**config.mk**
```make
export PLATFORM = sky130hd
export DESIGN_NAME = pipeline_controller
export DESIGN_NICKNAME = d
export VERILOG_FILES = /design/src/rtl/pipeline_controller.sv
export SDC_FILE = /design/constraint.sdc
export NUM_CORES = 1
export LEC_CHECK = 0
export CAP_MARGIN = 20
export CORE_ASPECT_RATIO = 1.4
export CORE_MARGIN = 2
export CORE_UTILIZATION = 57
export DETAILED_ROUTE_END_ITERATION = 8
export PLACE_DENSITY = 0.88
export SETUP_SLACK_MARGIN = 0.2
export SLEW_MARGIN = 20
export SYNTH_ARGS = -nofsm -noshare
export SYNTH_HDL_FRONTEND = slang
export SYNTH_SLANG_ARGS = --single-unit
```
**constraint.sdc**
```tcl
create_clock -name i_clk -period 6.25 [get_ports i_clk]
set_input_delay 1.25 -clock i_clk [delete_from_list [all_inputs] [get_ports i_clk]]
set_output_delay 1.25 -clock i_clk [all_outputs]
set_load 0.05 [all_outputs]
```
**src/rtl/pipeline_controller.sv**
```systemverilog
// Central sequencer for the 5-stage pipeline: stage enables/flushes, halt/drain FSM,
// saturating stall/flush counters and a sticky data-memory timeout error.
module pipeline_controller #(
    parameter int unsigned DRAIN_CYCLES = 3,
    parameter int unsigned MEM_TIMEOUT  = 16
) (
    input  logic        i_clk,
    input  logic        i_rst_n,
    input  logic        i_load_use_stall,
    input  logic        i_branch_taken,
    input  logic        i_halt_id,
    input  logic        i_mem_req,
    input  logic        i_mem_ready,
    input  logic        i_resume,
    input  logic        i_clr_counts,
    output logic        o_pc_en,
    output logic        o_ifid_en,
    output logic        o_ifid_flush,
    output logic        o_idex_flush,
    output logic        o_idex_en,
    output logic        o_exmem_en,
    output logic        o_memwb_en,
    output logic        o_halted,
    output logic        o_mem_timeout,
    output logic [15:0] o_stall_count,
    output logic [7:0]  o_flush_count
);

    localparam int unsigned DW = 4;
    localparam int unsigned TW = 8;
    localparam int unsigned SW = 16;
    localparam int unsigned FW = 8;

    typedef enum logic [1:0] {
        ST_RUN,
        ST_MEM_WAIT,
        ST_DRAIN,
        ST_HALTED
    } state_e;

    state_e        state_q, state_d;
    logic [DW-1:0] drain_q, drain_d;
    logic [TW-1:0] tmo_q, tmo_d;
    logic          timeout_q, timeout_d;
    logic [SW-1:0] stall_q, stall_d;
    logic [FW-1:0] flush_q, flush_d;

    logic mem_freeze;
    logic tmo_hit;
    logic use_run;
    logic stall_inc, flush_inc;

    logic pc_en, ifid_en, ifid_flush, idex_flush, idex_en, exmem_en, memwb_en;

    logic r_pc_en, r_ifid_en, r_ifid_flush, r_idex_flush;
    logic r_stall, r_flush, r_halt;

    assign mem_freeze = i_mem_req & ~i_mem_ready;
    // True when this further wait cycle brings the wait length to MEM_TIMEOUT
    assign tmo_hit = ({1'b0, tmo_q} + (TW+1)'(1)) >= (TW+1)'(MEM_TIMEOUT);

    // Normal-flow priority: branch squashes load-use and halt, load-use beats halt
    always_comb begin : run_rules
        r_pc_en      = 1'b1;
        r_ifid_en    = 1'b1;
        r_ifid_flush = 1'b0;
        r_idex_flush = 1'b0;
        r_stall      = 1'b0;
        r_flush      = 1'b0;
        r_halt       = 1'b0;
        if (i_branch_taken) begin
            r_ifid_flush = 1'b1;
            r_idex_flush = 1'b1;
            r_flush      = 1'b1;
        end else if (i_load_use_stall) begin
            r_pc_en      = 1'b0;
            r_ifid_en    = 1'b0;
            r_idex_flush = 1'b1;
            r_stall      = 1'b1;
        end else if (i_halt_id) begin
            r_pc_en      = 1'b0;
            r_ifid_en    = 1'b0;
            r_idex_flush = 1'b1;
            r_halt       = 1'b1;
        end
    end

    always_comb begin : fsm_next
        state_d    = state_q;
        drain_d    = drain_q;
        tmo_d      = tmo_q;
        timeout_d  = timeout_q;
        use_run    = 1'b0;
        stall_inc  = 1'b0;
        flush_inc  = 1'b0;
        pc_en      = 1'b0;
        ifid_en    = 1'b0;
        ifid_flush = 1'b0;
        idex_flush = 1'b0;
        idex_en    = 1'b0;
        exmem_en   = 1'b0;
        memwb_en   = 1'b0;

        case (state_q)
            ST_RUN: begin
                if (mem_freeze) begin
                    state_d   = ST_MEM_WAIT;
                    tmo_d     = TW'(1);
                    stall_inc = 1'b1;
                end else begin
                    use_run = 1'b1;
                end
            end
            ST_MEM_WAIT: begin
                if (i_mem_ready) begin
                    use_run = 1'b1;
                end else begin
                    tmo_d     = tmo_q + TW'(1);
                    stall_inc = 1'b1;
                    if (tmo_hit) begin
                        timeout_d = 1'b1;
                        state_d   = ST_HALTED;
                    end
                end
            end
            ST_DRAIN: begin
                if (mem_freeze) begin
                    tmo_d     = tmo_q + TW'(1);
                    stall_inc = 1'b1;
                    if (tmo_hit) begin
                        timeout_d = 1'b1;
                        state_d   = ST_HALTED;
                    end
                end else begin
                    tmo_d      = '0;
                    idex_flush = 1'b1;
                    idex_en    = 1'b1;
                    exmem_en   = 1'b1;
                    memwb_en   = 1'b1;
                    drain_d    = drain_q - DW'(1);
                    if (drain_q <= DW'(1)) begin
                        state_d = ST_HALTED;
                    end
                end
            end
            ST_HALTED: begin
                if (i_resume && !timeout_q) begin
                    state_d = ST_RUN;
                end
            end
            default: begin
                state_d = ST_RUN;
            end
        endcase

        if (use_run) begin
            pc_en      = r_pc_en;
            ifid_en    = r_ifid_en;
            ifid_flush = r_ifid_flush;
            idex_flush = r_idex_flush;
            idex_en    = 1'b1;
            exmem_en   = 1'b1;
            memwb_en   = 1'b1;
            stall_inc  = r_stall;
            flush_inc  = r_flush;
            tmo_d      = '0;
            if (r_halt) begin
                state_d = ST_DRAIN;
                drain_d = DW'(DRAIN_CYCLES);
            end else begin
                state_d = ST_RUN;
            end
        end
    end

    // Clear wins over increment; both counters stick at all-ones
    always_comb begin : counters_next
        stall_d = stall_q;
        flush_d = flush_q;
        if (i_clr_counts) begin
            stall_d = '0;
            flush_d = '0;
        end else begin
            if (stall_inc && (stall_q != '1)) begin
                stall_d = stall_q + SW'(1);
            end
            if (flush_inc && (flush_q != '1)) begin
                flush_d = flush_q + FW'(1);
            end
        end
    end

    always_ff @(posedge i_clk or negedge i_rst_n) begin : state_regs
        if (!i_rst_n) begin
            state_q   <= ST_RUN;
            drain_q   <= '0;
            tmo_q     <= '0;
            timeout_q <= 1'b0;
            stall_q   <= '0;
            flush_q   <= '0;
        end else begin
            state_q   <= state_d;
            drain_q   <= drain_d;
            tmo_q     <= tmo_d;
            timeout_q <= timeout_d;
            stall_q   <= stall_d;
            flush_q   <= flush_d;
        end
    end

    // Enables and flushes are forced low while reset is held
    assign o_pc_en       = pc_en      & i_rst_n;
    assign o_ifid_en     = ifid_en    & i_rst_n;
    assign o_ifid_flush  = ifid_flush & i_rst_n;
    assign o_idex_flush  = idex_flush & i_rst_n;
    assign o_idex_en     = idex_en    & i_rst_n;
    assign o_exmem_en    = exmem_en   & i_rst_n;
    assign o_memwb_en    = memwb_en   & i_rst_n;
    assign o_halted      = (state_q == ST_HALTED);
    assign o_mem_timeout = timeout_q;
    assign o_stall_count = stall_q;
    assign o_flush_count = flush_q;

endmodule

```
======== Word-level counts from Yosys, hierarchy flattened ========
Index checks and enable logic that the tools add are counted.
operators by class
  reductions and logical operators ........ 13
  bitwise operators ....................... 6
  equality and inequality tests ........... 11
  $add $sub $neg .......................... 5
  $lt $le $gt $ge ......................... 2
  multiplexer cells ....................... 49
operators by type and width
  cell                                                  count
  2-to-1 mux 8 bit                                      6
  2-to-1 mux 16 bit                                     2
  2-to-1 mux 1 bit                                      24
  one-hot mux 8 bit (3 select lines)                    1
  adder 16 x 1 -> 16 bit (second input constant)        1
  adder 8 x 1 -> 8 bit (second input constant)          2
  2-to-1 mux 2 bit                                      8
  2-to-1 mux 4 bit                                      4
  inequality test 16 bit (second input constant)        1
  adder 8 x 1 -> 9 bit (second input constant)          1
  >= comparator 9 x 5 -> 1 bit (second input constant)  1
  inequality test 8 bit (second input constant)         1
  one-hot mux 2 bit (4 select lines)                    1
  inequality test 3 bit (second input constant)         2
  one-hot mux 1 bit (2 select lines)                    3
  AND reduction 3 bit                                   2
  nonzero test 2 bit                                    3
  AND 1 bit                                             5
  equality test 2 bit (second input constant)           2
  <= comparator 4 x 1 -> 1 bit (second input constant)  1
  inequality test 2 bit (second input constant)         2
  inequality test 4 bit (second input constant)         1
  AND reduction 4 bit                                   1
  nonzero test 4 bit                                    1
  other kinds (8)                                       10
storage, ports and cells
  output and inout bits ................... 33
  input port bits ......................... 9
  flip-flop bits (word level) ............. 39
  logic and storage cells ................. 92

======== Logic depth before layout (Yosys ltp) ========
  depth after elaboration ................. 8
  mapped depth ............................ 10
  gate-level depth less buffers ........... 7

======== Worst setup path before layout ========
Ideal clock, no wire load.
  path kind ............................... in2out
  start point ............................. in i_mem_req
  end point ............................... out o_idex_flush
  data required time ...................... 5.000 ns
  slack ................................... 0.753 ns
  stages .................................. 4
  path buffers ............................ 0
  arrival ................................. 4.247 ns
  path through ............................ nor2b_1 > or2_1 > a21boi_0 > a21boi_0
between the ends
  word-level cells in the longest chain between the ends .. 5
  elaborated cells between the ends (all ways) .. 6
  those cells by class .................... mux (4); bitwise (2)
RTL lines
  item                                                                           line      text
  start, declared                                                                12        input logic i_mem_req,
  AND 1 bit (*)                                                                  58        assign mem_freeze = i_mem_req & ~i_mem_ready;
  2-to-1 mux 1 bit (*)                                                           106, 127
  one-hot mux 1 bit (2 select lines) / 2-to-1 mux 1 bit (equally long branches)  104       case (state_q)
  2-to-1 mux 1 bit (*)                                                           156       if (use_run) begin
  AND 1 bit (*)                                                                  215       assign o_idex_flush = idex_flush & i_rst_n;
  end, declared                                                                  19        output logic o_idex_flush,
Mark *: on every way between the ends. The rest lies on a longest branch, timed or not.

======== Final worst setup path ========
  start point ............................. in i_mem_ready
  end point ............................... out o_idex_flush
between the ends
  word-level cells in the longest chain between the ends .. 6
  elaborated cells between the ends (all ways) .. 8
  those cells by class .................... mux (5); bitwise (3)
RTL lines
  item                                                                           line      text
  start, declared                                                                13        input logic i_mem_ready,
  NOT 1 bit                                                                      58
  AND 1 bit                                                                      58
  2-to-1 mux 1 bit                                                               106, 127
  one-hot mux 1 bit (2 select lines) / 2-to-1 mux 1 bit (equally long branches)  104
  2-to-1 mux 1 bit (*)                                                           156
  AND 1 bit (*)                                                                  215
Marked as above.

==> impl_metrics.toml <==
[pwr]
vdd_drop_max_mv = 0.191
total_power_mw = 0.772
p_per_area_nw_per_um2 = 269
p_leak_nw = 1.18

[die]
start_util_pct = 60.1
dieArea_um2 = 4710
die_w_um = 58.6
die_y_um = 80.4
core_area_um2 = 3950
rows = 27
ios = 42

[layout]
area_growth_pct = 21.0
final_layout_size_suffix_gt1_share_pct = 6.31
fin_nets = 321
diodes = 0
layout.cells.most_common = "clkdlybuf4s50_1"
final_cell_mix = "clkdlybuf4s50_1, dfrtp_1, nor2_1"

[synthesis]
synthArstFlopShare_pct = 100
syn_nets = 282
ys.flop_type = "dfrtp_1"
avgSynthCellArea_um2 = 9.10
synth_warnings = 0
synth_enable_flop_cells = 0
ys_seq_elements = 39
ys_types = 47
synth_cells = 261
syn-cell-area_um2 = 2370
yosysSeqAreaShare_pct = 41.1

[route]
routedWlPerCell_um = 14.8
drc = 0
ant_nets = 0
viasPerCell = 6.02
drt_wl_total_um = 5080
firstDrtPassIters = 5
drt_iter0_drc = 109
vias = 2072

[grt]
grtUsageMet1_pct = 26.6
antenna_found_initial = 0
busiest_layer = "met2"
grt_max_degree = 42
gr-usage-all-layers_pct = 23.3
grt_util_met2_pct = 41.5
grt_first_pass_wirelength_um = 8490
grt-ovfl-total = 0
grt_pass1_vias = 1910
grt_util_met3_pct = 4.19

[clocking]
cts_resized = 0
cts.path.max_buffers = 2
cts_tree = "done"
cts_buffers = 5
clkLatencyLatePin_ps = 300
htree_levels = 2
cts_root_buf = "clkbuf_8"
cts_setup_buffers = 0
clkSinkCount = 39
cts_hold_buffers = 0
path_clk_slew_ps = 70

[status]
status = "complete, no violations"

[min_path]
hp-class = "flop to flop"

[worst_setup_path]
arrival_ps = 3710
worstSetupStartpointType = "input port"
end_kind = "output port"
critPathRequiredTime_ps = 5000
criticalPathCategory = "input port to output port"
cp_max_fo = 7

[timing]
fmax_ghz = 0.202
min_period_ps = 4960
rsz0062_at_grt = "no"
skew_ps = 11.1
slew_headroom_pct = 38.5
fin_ws_ps = 1290
fin_crit_sh_pct = 79.4
tightestPinTransition_ps = 919
setup_viol = 0
hold_viol_final = 0
setup_tns_ps = 0
slew_viol_final = 0

[placed_design]
place.gp.congestion = 0.817
hpwlAfterDp_um = 3710
post-place-ws_ps = 1270
io_buffers = 41

[flow_run]
maxCapViolCount = 0
[registers in the layout, indices dropped and copies added, names as in the netlist]
| signal | cells |
|---|---|
| o_stall_count | 16 |
| drain_q | 4 |
| o_flush_count | 8 |
| state_q | 2 |
| tmo_q | 8 |
| o_mem_timeout | 1 |
[worst paths after layout]
kind	start	end	slack (ps)	depth (start not counted)
hold reg to reg	o_mem_timeout$_DFFE_PN0P_	o_mem_timeout$_DFFE_PN0P_	500	1
setup / recovery	i_mem_ready	o_idex_flush	1290	6
max in group asynchronous	i_rst_n	o_stall_count[10]$_DFFE_PN0P_	4860	2
setup reg to reg	state_q[1]$_DFFE_PN0P_	o_stall_count[15]$_DFFE_PN0P_	3570	7
hold / removal	o_mem_timeout$_DFFE_PN0P_	o_mem_timeout$_DFFE_PN0P_	500	1
min in group asynchronous	i_rst_n	o_stall_count[12]$_DFFE_PN0P_	1030	2
[routing by layer]
| layer | wire [µm] | vias up | share of wire (%) |
|---|---|---|---|
| met4 | 102 | 0 | 2.0 |
| met3 | 129 | 10 | 2.5 |
| met5 | 0 | - | 0 |
| met1 | 2150 | 1006 | 42 |
| met2 | 2700 | 44 | 53 |
| li1 | - | 1012 | - |
[layout make-up]
cell class	count	area, µm²
clock buffers	7	96.3
clock inverters	1	7.51
fillers	317	1080
inverters	8	30.0
multi-input cells	204	1300
flip-flops and latches	39	976
well taps	43	53.8
repair buffers	42	413
[critical path: stages]
cell and delay (ps):
clkdlybuf4s50_1 580, nor2b_1 140, or2_1 320, a21boi_0 370
a21boi_0 220, clkdlybuf4s50_1 820
[report_power, final]
group          switching (mW)  internal [mW]
combinational           0.178         0.0959
sequential             0.0316          0.277
clock                  0.0890          0.100
[stage by stage]
step | util [%] | instances | hold slack (ps) | instance area [µm²]
after floorplan | - | 261 | 457 | 2370
after CTS | 72.7 | 344 | 497 | 2870
after global placement | 70.1 | 336 | 483 | 2770
after detailed placement | 70.1 | 336 | 482 | 2770
after global routing | 72.7 | 344 | 537 | 2870
final | 72.7 | 344 | 495 | 2870
[cells in the mapped netlist, types with 2 or more instances]
| master | count | area share (%) |
|---|---|---|
| or3_1 | 7 | 1.8 |
| o21ai_1 | 6 | 1.3 |
| a21oi_1 | 15 | 3.2 |
| buf_4 | 4 | 1.3 |
| a21boi_0 | 2 | 0.63 |
| nor4_1 | 3 | 0.79 |
| nor3_1 | 8 | 1.7 |
| nand2b_1 | 5 | 1.3 |
| nor4b_4 | 2 | 2.0 |
| mux2i_1 | 3 | 1.3 |
| and3_1 | 6 | 1.6 |
| nor2b_1 | 3 | 0.79 |
| o21ai_0 | 19 | 4.0 |
| a211oi_1 | 2 | 0.63 |
| dfrtp_1 | 39 | 41 |
| ha_1 | 12 | 6.3 |
| clkbuf_1 | 3 | 0.47 |
| inv_1 | 8 | 1.3 |
| nand3_1 | 7 | 1.5 |
| nand4_1 | 5 | 1.3 |
| or4_1 | 7 | 2.2 |
| nand2_1 | 21 | 3.3 |
| nor4b_1 | 3 | 1.1 |
| xnor2_1 | 10 | 3.7 |
| nor2_1 | 33 | 5.2 |
| xor2_1 | 2 | 0.74 |
| o221ai_1 | 2 | 0.74 |
| o31ai_1 | 5 | 1.6 |
[kinds of logic (layout without fill, tap and decap cells)]
logic type	count (synthesis)	in the layout	share of synthesized area (%)
and+or+nand+nor	119	119	27.9
AOI/OAI and AO/OA	57	57	14.1
muxes	4	4	1.90
xor gates and xnor gates	12	12	4.43
adders and majority gates	12	12	6.32
DFF	39	39	41.1
buffers and inverters	18	58	4.27
(Power assumes the default switching activity.)
